### src/rtl/edram_pkg.sv
// Shared types and defaults for the eDRAM wordline sequencer slice.
package edram_pkg;

  typedef enum logic [1:0] {
    IDLE  = 2'd0,
    WL_ON = 2'd1,
    PRECH = 2'd2
  } seq_state_t;

  localparam int DEF_ROW_BITS  = 8;
  localparam int DEF_NUM_BANKS = 4;

  // Wordline/bank_sel registers are only reloaded on WL_ON entry and exit.
  localparam bit LP_HOLD_DRIVE_REGS = 1'b1;

  function automatic int max2(input int a, input int b);
    return (a > b) ? a : b;
  endfunction

endpackage

### src/rtl/wl_onehot_dec.sv
// Combinational binary-to-one-hot decoder with enable; no state, no backpressure.
module wl_onehot_dec #(
  parameter int IN_BITS = 8,
  parameter int OUT_W   = 256
) (
  input  logic               en,
  input  logic [IN_BITS-1:0] idx,
  output logic [OUT_W-1:0]   onehot
);

  always_comb begin
    onehot = '0;
    for (int i = 0; i < OUT_W; i++) begin
      onehot[i] = en && (idx == IN_BITS'(i));
    end
  end

endmodule

### src/rtl/wordline_sequencer.sv
// Wordline sequencer: WL_ON_CYCLES of one-hot wordline, then PRECHARGE_CYCLES of precharge, one IDLE between ops;
// req_ready only in IDLE. Refresh arbitration/ref_row counter compiled in with REFRESH_CTR_EN.
module wordline_sequencer
  import edram_pkg::*;
#(
  parameter int ROW_BITS         = DEF_ROW_BITS,
  parameter int NUM_BANKS        = DEF_NUM_BANKS,
  parameter int WL_ON_CYCLES     = 4,
  parameter int PRECHARGE_CYCLES = 2,
  localparam int ROWS            = 2**ROW_BITS,
  localparam int BANK_BITS       = (NUM_BANKS > 1) ? $clog2(NUM_BANKS) : 1
) (
  input  logic                 clk,
  input  logic                 rst_n,
  input  logic                 req_valid,
  output logic                 req_ready,
  input  logic [ROW_BITS-1:0]  req_row,
  input  logic [BANK_BITS-1:0] req_bank,
  input  logic                 ref_req,
  output logic                 ref_ack,
  output logic [ROWS-1:0]      wordline,
  output logic [NUM_BANKS-1:0] bank_sel,
  output logic                 precharge,
  output logic                 busy,
  output logic                 done
);

  localparam int CNT_W = $clog2(max2(WL_ON_CYCLES, PRECHARGE_CYCLES)) + 1;

  seq_state_t           state, state_nxt;
  logic [CNT_W-1:0]     cnt;
  logic                 ref_go;
  logic                 start;
  logic                 wl_on_end;
  logic                 prech_end;
  logic [ROW_BITS-1:0]  act_row;
  logic [ROWS-1:0]      row_onehot;
  logic [NUM_BANKS-1:0] bank_onehot;

  assign start     = (state == IDLE) && (ref_go || req_valid);
  assign wl_on_end = (state == WL_ON) && (cnt == '0);
  assign prech_end = (state == PRECH) && (cnt == '0);

`ifdef REFRESH_CTR_EN
  logic [ROW_BITS-1:0] ref_row;
  logic                is_ref;

  assign ref_go  = ref_req;
  assign act_row = ref_go ? ref_row : req_row;
  assign ref_ack = prech_end && is_ref;

  always_ff @(posedge clk or negedge rst_n) begin
    if (!rst_n) begin
      is_ref  <= 1'b0;
      ref_row <= '0;
    end else begin
      if (start) is_ref <= ref_go;
      if (prech_end && is_ref) ref_row <= ref_row + 1'b1;
    end
  end
`else
  logic unused_ref;

  assign unused_ref = ref_req;
  assign ref_go     = 1'b0;
  assign act_row    = req_row;
  assign ref_ack    = 1'b0;
`endif

  wl_onehot_dec #(.IN_BITS(ROW_BITS), .OUT_W(ROWS)) u_row_dec (
    .en     (1'b1),
    .idx    (act_row),
    .onehot (row_onehot)
  );

  wl_onehot_dec #(.IN_BITS(BANK_BITS), .OUT_W(NUM_BANKS)) u_bank_dec (
    .en     (1'b1),
    .idx    (req_bank),
    .onehot (bank_onehot)
  );

  always_ff @(posedge clk or negedge rst_n) begin
    if (!rst_n) state <= IDLE;
    else        state <= state_nxt;
  end

  always_comb begin
    state_nxt = state;
    case (state)
      IDLE:    if (start)          state_nxt = WL_ON;
      WL_ON:   if (cnt == '0)      state_nxt = PRECH;
      PRECH:   if (cnt == '0)      state_nxt = IDLE;
      default:                     state_nxt = IDLE;
    endcase
  end

  always_comb begin
    req_ready = (state == IDLE) && !ref_go;
    busy      = (state != IDLE);
    precharge = (state == PRECH);
    done      = prech_end;
  end

  // Drive registers touched only on WL_ON entry/exit to keep the wide buses quiet.
  always_ff @(posedge clk or negedge rst_n) begin
    if (!rst_n) begin
      cnt      <= '0;
      wordline <= '0;
      bank_sel <= '0;
    end else begin
      if (start) begin
        cnt      <= CNT_W'(WL_ON_CYCLES - 1);
        wordline <= row_onehot;
        bank_sel <= bank_onehot | {NUM_BANKS{ref_go}};
      end else if (wl_on_end) begin
        cnt      <= CNT_W'(PRECHARGE_CYCLES - 1);
        wordline <= '0;
        bank_sel <= '0;
      end else if ((state != IDLE) && (cnt != '0)) begin
        cnt      <= cnt - 1'b1;
      end
    end
  end

endmodule

### config.mk
export PLATFORM = sky130hd
export DESIGN_NAME = wordline_sequencer
export DESIGN_NICKNAME = d
export VERILOG_FILES = /design/src/rtl/edram_pkg.sv /design/src/rtl/wl_onehot_dec.sv /design/src/rtl/wordline_sequencer.sv
export SDC_FILE = /design/constraint.sdc
export NUM_CORES = 1
export LEC_CHECK = 0
export ABC_AREA = 1
export BUFFER_PORTS_ARGS = -buffer_cell sky130_fd_sc_hd__buf_2
export CAP_MARGIN = 10
export CORE_UTILIZATION = 50
export DETAILED_ROUTE_END_ITERATION = 12
export PLACE_DENSITY = 0.76
export SLEW_MARGIN = 0
export SYNTH_ARGS = -nofsm -noshare
export SYNTH_HDL_FRONTEND = slang
export SYNTH_SLANG_ARGS = --single-unit
export TNS_END_PERCENT = 20
### constraint.sdc
create_clock -name clk -period 2.1 [get_ports clk]
set_input_delay 0.21 -clock clk [delete_from_list [all_inputs] [get_ports clk]]
set_output_delay 0.21 -clock clk [all_outputs]
set_load 0.1 [all_outputs]
==> results of run 1 <==
-- per-layer routing --
metal / up-vias / global-route usage (%) / share of wire (%)
met5: - / 0 / 0
met1: 4640 / 42.2 / 40
met2: 472 / 46.5 / 47
li1: 4479 / - / -
met4: 0 / 14.4 / 4.5
met3: 83 / 5.40 / 8.3
-- flip-flops by register name, indices dropped and copies added (netlist names) --
signal,count
bank_sel,4
state,2
cnt,3
wordline,256
-- worst max path at each step --
stage / from / end / slack (ps) / cells after the start
finish: cnt[0] / done / 90 / 5
global route: cnt[0] / done / 20 / 5
CTS: cnt[0] / done / 80 / 5
detailed placement: cnt[0] / wordline[240] / 230 / 8
global placement: cnt[0] / wordline[239] / 300 / 8
floorplan: cnt[0] / done / -20 / 4
-- metrics by stage --
step | instances | util [%] | TNS (ps) | total power [µW]
5_1_grt | 1809 | 64.9 | 0 | 14000
3_5_place_dp | 1752 | 60.4 | 0 | 8820
4_1_cts | 1805 | 64.8 | 0 | 13600
6_report | 1810 | 64.9 | 0 | 13500
3_3_place_gp | 1752 | 60.4 | 0 | 8800
2_1_floorplan | 1233 | - | -17.6 | 8000
-- cells in the final DEF (no fill, tap or decap), drive strengths merged --
| cell | instances |
|---|---|
| dlygate4sd3 | 4 |
| diode | 5 |
| buf | 333 |
| clkinvlp | 1 |
| clkinv | 2 |
| inv | 18 |
| nand4 | 1 |
| nand3 | 264 |
| nor3 | 1 |
| clkbuf | 46 |
| nand2 | 551 |
| ha | 2 |
| dfrtp | 265 |
| o21ai | 1 |
| conb | 1 |
| nor2 | 40 |
-- kinds of logic (layout without fill, tap and decap cells) --
group                      after synthesis  count (layout)  share of synthesized area, %
buffers and inverters                  107             404                          4.42
AOI/OAI and AO/OA                        1               1                        0.0467
DFF                                    265             265                          61.9
other                                    1               6                        0.0350
adders and majority gates                2               2                         0.234
and+or+nand+nor                        857             857                          33.4
-- critical path: stages, from the launching register on --
cell and delay, ps:
dfrtp_1 380, inv_1 100, ha_1 170, nand2_1 150, nor3_2 150, buf_4 310
-- power breakdown --
| part | switching [µW] | internal, µW |
|---|---|---|
| combinational | 2780 | 641 |
| clock | 1950 | 2790 |
| sequential | 96.3 | 5250 |
| total | 4830 | 8690 |
-- area by class of cell --
| class | count | share of cell area, % |
|---|---|---|
| timing repair buffer | 337 | 14.9 |
| clock buffer | 46 | 6.37 |
| multi-input combinational | 861 | 26.8 |
| inverter | 18 | 0.532 |
| clock inverter | 3 | 0.128 |
| tap | 275 | 2.52 |
| antenna | 5 | 0.0917 |
| sequential | 265 | 48.6 |
-- timing repair --
action / CTS / global route
hold endpoints to repair: 66 / 0
endpoints found under the setup margin: 1 / 0
hold buffers: 4 / 0
resized for setup: 1 / 0
==> results.yml, run 1 <==
yosys:
  syn-instance-count: 1233
  synth_top_area_share_pct: 61.9
  synthTopCellsByCount: "nand2_1 (550), dfrtp_1 (265), nand3_1 (264)"
  synth.net_count: 1249
  synth-seq-cells: 265
  syn_avg_cell_area_um2: 8.69
  async_reset_ff_share_pct: 100
  yosys.area.top_type: "dfrtp_1"
  synth_edf_count: 0
  yosys-top-cells-area: "dfrtp_1 (62%), nand2_1 (19%), nand3_1 (12%), buf_2 (1.9%), clkbuf_1 (1.4%)"
  synthesis.area_um2: 10700
  synth_warnings: 0
  seq_area_frac_synth_pct: 61.9
  yosysUniqueCellTypes: 19
  yosysMostFrequentCell: "nand2_1"
  synthFlopType: "dfrtp_1"
die:
  dieWidth_um: 148
  fp.dieH_um: 148
  die_area_um2: 22000
  io_pins: 279
  core_um2: 21000
  initial_core_util_pct: 50.9
  rows: 53
clock_network:
  clock_sinks: 265
  ctsRootBufferMaster: "clkbuf_16"
  clk_pin_slew_ps: 60
  post_cts.repair.setup_buffers: 0
  clk_path_buf_depth: 3
  numCtsBuffers: 28
  h-tree-depth: 1
  clock_latency_ps: 540
  cts_tree: "built"
route:
  drtIter0Drc: 827
  viasPerCell: 5.34
  dr_total_vias: 9674
  ant_nets: 0
  detail_route.wl_per_cell_um: 18.4
  drt_first_pass_iters: 6
  drt_wl_total_um: 33300
  drc: 0
run_status:
  status: "completed"
pwr:
  leakage_uw: 0.00841
  irDropWorstVdd_mv: 0.866
  p_per_area_nw_per_um2: 991
sta:
  drv_slew: 0
  finalCritPeriodShare_pct: 95.8
  fmax_mhz: 497
  slew_headroom_pct: 62.7
  layout_setup_ws_ps: 88.7
  hold_ws_ps: 141
  fin_skew_ps: 5.09
  max_slew.worst_pin.slew_ps: 559
  setup_viol: 0
  period_needed_ps: 2010
  final-hold-violation-count: 0
  rsz0062_at_grt: "false"
critical_path:
  path_class: "reg -> out"
  cp-end-kind: "output pin"
  crit_arrival_ps: 1800
  r2r_end: "wordline[92]"
  ff2ff_setup_slack_ps: 200
  r2r_start: "cnt[0]"
  cp-start-kind: "flip-flop"
  worstPathRequired_ps: 1890
  reg2regPathDepth: 8
  path_max_fanout: 6
finish:
  nets: 1527
  multiInputGateArea_um2: 3660
  syn2layout_area_growth_pct: 27.4
  final_layout_size_suffix_gt1_share_pct: 25.8
  final_cell_area_um2: 13600
  fill_cells: 1730
  seq_area_um2: 6630
grt:
  antenna_found_initial: 4
  grt_pass1_vias: 9059
  grtUsageTotal_pct: 30.4
  grt_max_degree: 92
  overflow: 0
  grt_pass1_wl_um: 51200
run:
  maxCapViolCount: 0
place:
  io_buffers: 276
  place_area_um2: 12700
  gp_congestion: 0.820
  dpl_worst_slack_ps: 235
  place_hpwl_um: 21500
min_path:
  whs_path_depth: 5
  worstHoldPathType: "in -> reg"
  hold_start: "req_row[6]"
  min_delay_worst_endpoint: "wordline[80]"
Note: power is estimated with default switching activity, not from simulation.
==> run 2: changes to the inputs <==
--- a/config.mk
+++ b/config.mk
@@ -10,7 +10,7 @@
 export CAP_MARGIN = 10
 export CORE_UTILIZATION = 50
 export DETAILED_ROUTE_END_ITERATION = 12
-export PLACE_DENSITY = 0.76
+export PLACE_DENSITY_LB_ADDON = 0.05
 export SLEW_MARGIN = 0
 export SYNTH_ARGS = -nofsm -noshare
 export SYNTH_HDL_FRONTEND = slang
==> results.yml, run 2 (synthesized netlist as in run 1, its figures left out) <==
run_status:
  status: "completed"
place:
  dpl_worst_slack_ps: 293
  gp_congestion: 0.800
  io_buffers: 276
  place_hpwl_um: 21400
critical_path:
  reg2regPathDepth: 7
  critical_path.top_delay_family: "buffers and inverters"
  worstPathRequired_ps: 1890
  max_stage_delay_ps: 390
  r2r_start: "state[0]"
  cp-start-kind: "flip-flop"
  path_class: "reg -> out"
  crit_buf_inv: 3
  path_max_fanout: 5
  cp-end-kind: "output pin"
  r2r_end: "wordline[166]"
  cp_cell_sequence: "inv_2, ha_1, nand2_1, buf_4, nor3_2, buf_6"
  crit_arrival_ps: 1760
  ff2ff_setup_slack_ps: 290
  cpMaxStageDelayCell: "dfrtp_1"
clock_network:
  cts_tree: "built"
  numCtsBuffers: 28
  clock_sinks: 265
  clock_latency_ps: 540
  ctsRootBufferMaster: "clkbuf_16"
  h-tree-depth: 1
  clk_pin_slew_ps: 60
  clk_path_buf_depth: 3
grt:
  grt_pass1_vias: 9095
  overflow: 0
  grt_pass1_wl_um: 51900
  antenna_found_initial: 2
  grt_util_met1_pct: 42.2
  met2_usage_pct: 49.6
  grt-busiest-layer: "met2"
  grtUsageTotal_pct: 30.9
  grt_use_met3_pct: 6.20
  grt_max_degree: 112
sta:
  setup_viol: 0
  max_slew.worst_pin.slew_ps: 598
  final-hold-violation-count: 0
  slew_headroom_pct: 60.1
  period_needed_ps: 1970
  fin_skew_ps: 6.85
  rsz0062_at_grt: "false"
  fmax_mhz: 506
  finalCritPeriodShare_pct: 94.0
  layout_setup_ws_ps: 125
  drv_slew: 0
route:
  drt_first_pass_iters: 7
  dr_total_vias: 9585
  detail_route.wl_per_cell_um: 18.6
  ant_nets: 0
  drtIter0Drc: 759
  drt_wl_total_um: 33700
  drc: 0
  viasPerCell: 5.29
pwr:
  leakage_uw: 0.00845
  clkPwrFrac_pct: 35.5
  power.internal_uw: 8830
  p_sw_share_pct: 35.6
  p_per_area_nw_per_um2: 1000
  switching_power_uw: 4880
  irDropWorstVdd_mv: 0.723
  seq_power_share_pct: 39.0
  pwr-share-comb_pct: 25.5
die:
  die_area_um2: 22000
  core_um2: 21000
  fp.dieH_um: 148
  dieWidth_um: 148
  initial_core_util_pct: 50.9
  io_pins: 279
  rows: 53
min_path:
  worstHoldPathType: "in -> reg"
  whs_path_depth: 5
  min_delay_worst_endpoint: "wordline[76]"
  hold_start: "req_row[6]"
finish:
  final_layout_size_suffix_gt1_share_pct: 26.3
  post-route-util_pct: 65.2
  syn2layout_area_growth_pct: 27.9
  final_common_cell: "nand2_1"
  nets: 1533
  layout_common_cells: "nand2_1 (550), buf_2 (274), dfrtp_1 (265)"
  largest-register: "wordline"
  reg_top3: "wordline: 256 flops, bank_sel: 4 flops, cnt: 3 flops"
  largest_reg_flops: 256
run:
  maxCapViolCount: 0
## run 2: changes by cell type in the layout (fill, tap and decap cells not counted), moves of 2 or more
cell      before  now
buf_4         44   50
clkbuf_8       8   11
clkbuf_1       9    7
diode_2        5    2
## run 2: what timing repair did
action	in CTS	in global routing
buffers inserted	0	0
endpoints found under the setup margin	1	1
gates resized for setup	1	2
hold endpoints to repair	66	0
hold buffers	4	0
cloned	0	0
## run 2: layout make-up
type                       count  area [µm²]
antenna                        2        5.00
tap                          275         344
timing repair buffer         343        2070
multi-input combinational    861        3660
fill                        1852        7320
inverter                      18        72.6
sequential                   265        6630
clock inverter                 2        10.0
clock buffer                  47         903
## run 2: power groups by stage
stage                     Sequential (µW)  Clock, µW  Combinational [µW]
final                                5350       4870                3500
after global placement               5430          0                3480
after detailed placement             5430          0                3480
after CTS                            5350       4940                3490
after global routing                 5370       5120                3740
after floorplan                      6180          0                1820
## run 2: per-stage QoR
step | instance area [µm²] | cells | total power [µW] | hold WS, ps | setup TNS (ps)
3_5_place_dp | 12700 | 1758 | 8920 | 227 | 0
3_3_place_gp | 12700 | 1758 | 8910 | 232 | 0
5_1_grt | 13700 | 1813 | 14200 | 216 | 0
6_report | 13700 | 1813 | 13700 | 191 | 0
2_1_floorplan | 10700 | 1233 | 8000 | -85.6 | -17.6
4_1_cts | 13700 | 1811 | 13800 | 173 | 0
## run 2: how the worst max path moves through the flow
stage                     slack, ps  depth (start not counted)      to      from
final                           130                          6    done    cnt[0]
after global routing             10                          6    done    cnt[0]
after CTS                        50                          6    done    cnt[0]
after detailed placement        290                          6  cnt[0]  state[0]
after global placement          310                          6  cnt[0]  state[0]
after floorplan                 -20                          4    done    cnt[0]
## run 2: routing by layer
layer | part of all wire, % | wire length [µm]
met3 | 7.2 | 2420
met5 | 0 | 0
met1 | 43 | 14400
met4 | 2.5 | 858
met2 | 48 | 16000
## run 2: tightest hold or removal path, delay by kind of cell
kind,cells,cell delay (ps)
buffers and inverters,1,110
and+or+nand+nor,4,370
==> run 3: changes to the inputs <==
--- a/config.mk
+++ b/config.mk
@@ -6,9 +6,10 @@
 export NUM_CORES = 1
 export LEC_CHECK = 0
 export ABC_AREA = 1
+export ABC_CLOCK_PERIOD_IN_PS = 2100
 export BUFFER_PORTS_ARGS = -buffer_cell sky130_fd_sc_hd__buf_2
 export CAP_MARGIN = 10
-export CORE_UTILIZATION = 50
+export CORE_UTILIZATION = 53
 export DETAILED_ROUTE_END_ITERATION = 12
 export PLACE_DENSITY_LB_ADDON = 0.05
 export SLEW_MARGIN = 0
==> results.yml, run 3 (synthesized netlist as in run 1, its figures left out) <==
pwr:
  leakage_uw: 0.00840
  irDropWorstVdd_mv: 1.06
  p_per_area_nw_per_um2: 994
  report.power.total_uw: 13500
critical_path:
  r2r_end: "bank_sel[3]"
  r2r_start: "cnt[0]"
  reg2regPathDepth: 9
  cp-end-kind: "output pin"
  crit_arrival_ps: 1770
  path_class: "reg -> out"
  worstPathRequired_ps: 1890
  path_max_fanout: 6
  ff2ff_setup_slack_ps: 250
  cp-start-kind: "flip-flop"
place:
  placedCellCount: 1745
  io_buffers: 276
  gp_congestion: 0.824
  dpl_worst_slack_ps: 269
  place_hpwl_um: 21100
sta:
  period_needed_ps: 1980
  rsz0062_at_grt: "false"
  fmax_mhz: 506
  fin_skew_ps: 10.0
  setup_viol: 0
  drv_slew: 0
  max_slew.worst_pin.slew_ps: 531
  final-hold-violation-count: 0
  finalCritPeriodShare_pct: 94.1
  slew_headroom_pct: 64.9
  layout_setup_ws_ps: 125
finish:
  multiInputGateArea_um2: 3660
  nets: 1529
  reg_top3: "wordline: 256 flops, bank_sel: 4 flops, cnt: 3 flops"
  syn2layout_area_growth_pct: 26.8
  layout_common_cells: "nand2_1 (550), buf_2 (274), dfrtp_1 (265)"
  final_common_cell: "nand2_1"
  largest-register: "wordline"
  finalNonFillerCells: 1801
  final_layout_size_suffix_gt1_share_pct: 25.9
  fill_cells: 1664
  seq_area_um2: 6630
  largest_reg_flops: 256
clock_network:
  cts_tree: "built"
  clock_latency_ps: 530
  clock_sinks: 265
  h-tree-depth: 1
  post_cts.repair.setup_buffers: 0
  ctsRootBufferMaster: "clkbuf_16"
  clk_pin_slew_ps: 60
  clk_path_buf_depth: 3
  numCtsBuffers: 28
grt:
  overflow: 0
  grtUsageTotal_pct: 32.1
  grt_pass1_wl_um: 50600
  grt_max_degree: 113
  grt_pass1_vias: 9052
  antenna_found_initial: 2
die:
  initial_core_util_pct: 54.5
  dieWidth_um: 144
  rows: 51
  die_area_um2: 20800
  io_pins: 279
  fp.dieH_um: 144
  core_um2: 19700
min_path:
  worstHoldPathType: "in -> reg"
  whs_path_depth: 3
  min_delay_worst_endpoint: "state[0]"
  hold_start: "req_valid"
route:
  drc: 0
  drt_first_pass_iters: 5
  ant_nets: 0
  drtIter0Drc: 827
  viasPerCell: 5.32
  detail_route.wl_per_cell_um: 18.3
  drt_wl_total_um: 32900
  dr_total_vias: 9576
run_status:
  status: "completed"
run:
  maxCapViolCount: 0
==> run 3: report_power, final <==
group | internal [µW] | switching (µW) | leakage [µW]
sequential | 5250 | 97.3 | 0.00369
combinational | 658 | 2780 | 0.00428
clock | 2760 | 1940 | 0.000434
total | 8670 | 4820 | 0.00840
==> run 3: critical path: stages, from the launching register on <==
cell and delay (ps):
dfrtp_1 370, inv_1 100, ha_1 170, nand2_1 150, nor3_2 130, buf_4 310
==> run 3: per-stage QoR <==
| stage | instance area, µm² | setup TNS, ps | hold slack, ps | utilization [%] |
|---|---|---|---|---|
| floorplan | 10700 | -17.6 | -85.6 | - |
| global placement | 12700 | 0 | 186 | 64.4 |
| detailed placement | 12700 | 0 | 182 | 64.4 |
| CTS | 13600 | 0 | 8.60 | 69.0 |
| global route | 13600 | 0 | 28.9 | 69.1 |
| finish | 13600 | 0 | 19.9 | 69.1 |
==> run 3: worst max path at each step <==
| stage | startpoint | endpoint | slack, ps | cells past startpoint |
|---|---|---|---|---|
| 4_1_cts | cnt[0] | done | 110 | 5 |
| 2_1_floorplan | cnt[0] | done | -20 | 4 |
| 5_1_grt | cnt[0] | done | 20 | 5 |
| 3_3_place_gp | cnt[0] | wordline[11] | 320 | 9 |
| 6_report | cnt[0] | done | 120 | 5 |
| 3_5_place_dp | cnt[0] | wordline[108] | 270 | 9 |
==> run 3: timing repair <==
action	in CTS	in global routing
setup endpoints to repair	1	0
gates resized for setup	1	0
endpoints found under the hold margin	61	0
hold buffers	3	0
==> run 3: metal layers <==
metal,global-route usage (%),part of all wire (%),wire length (µm)
met2,50.6,47,15600
met4,10.9,2.6,857
met1,44.1,41,13600
met5,0,0,0
met3,7.22,8.5,2790
==> run 3: layout make-up <==
cell class              instances  area share, %
diodes                          4         0.0737
clock buffers                  45           6.30
clock inverters                 4          0.147
inverters                      18          0.535
multi-input cells             861           26.9
flip-flops and latches        265           48.8
well taps                     265           2.44
repair buffers                339           14.7
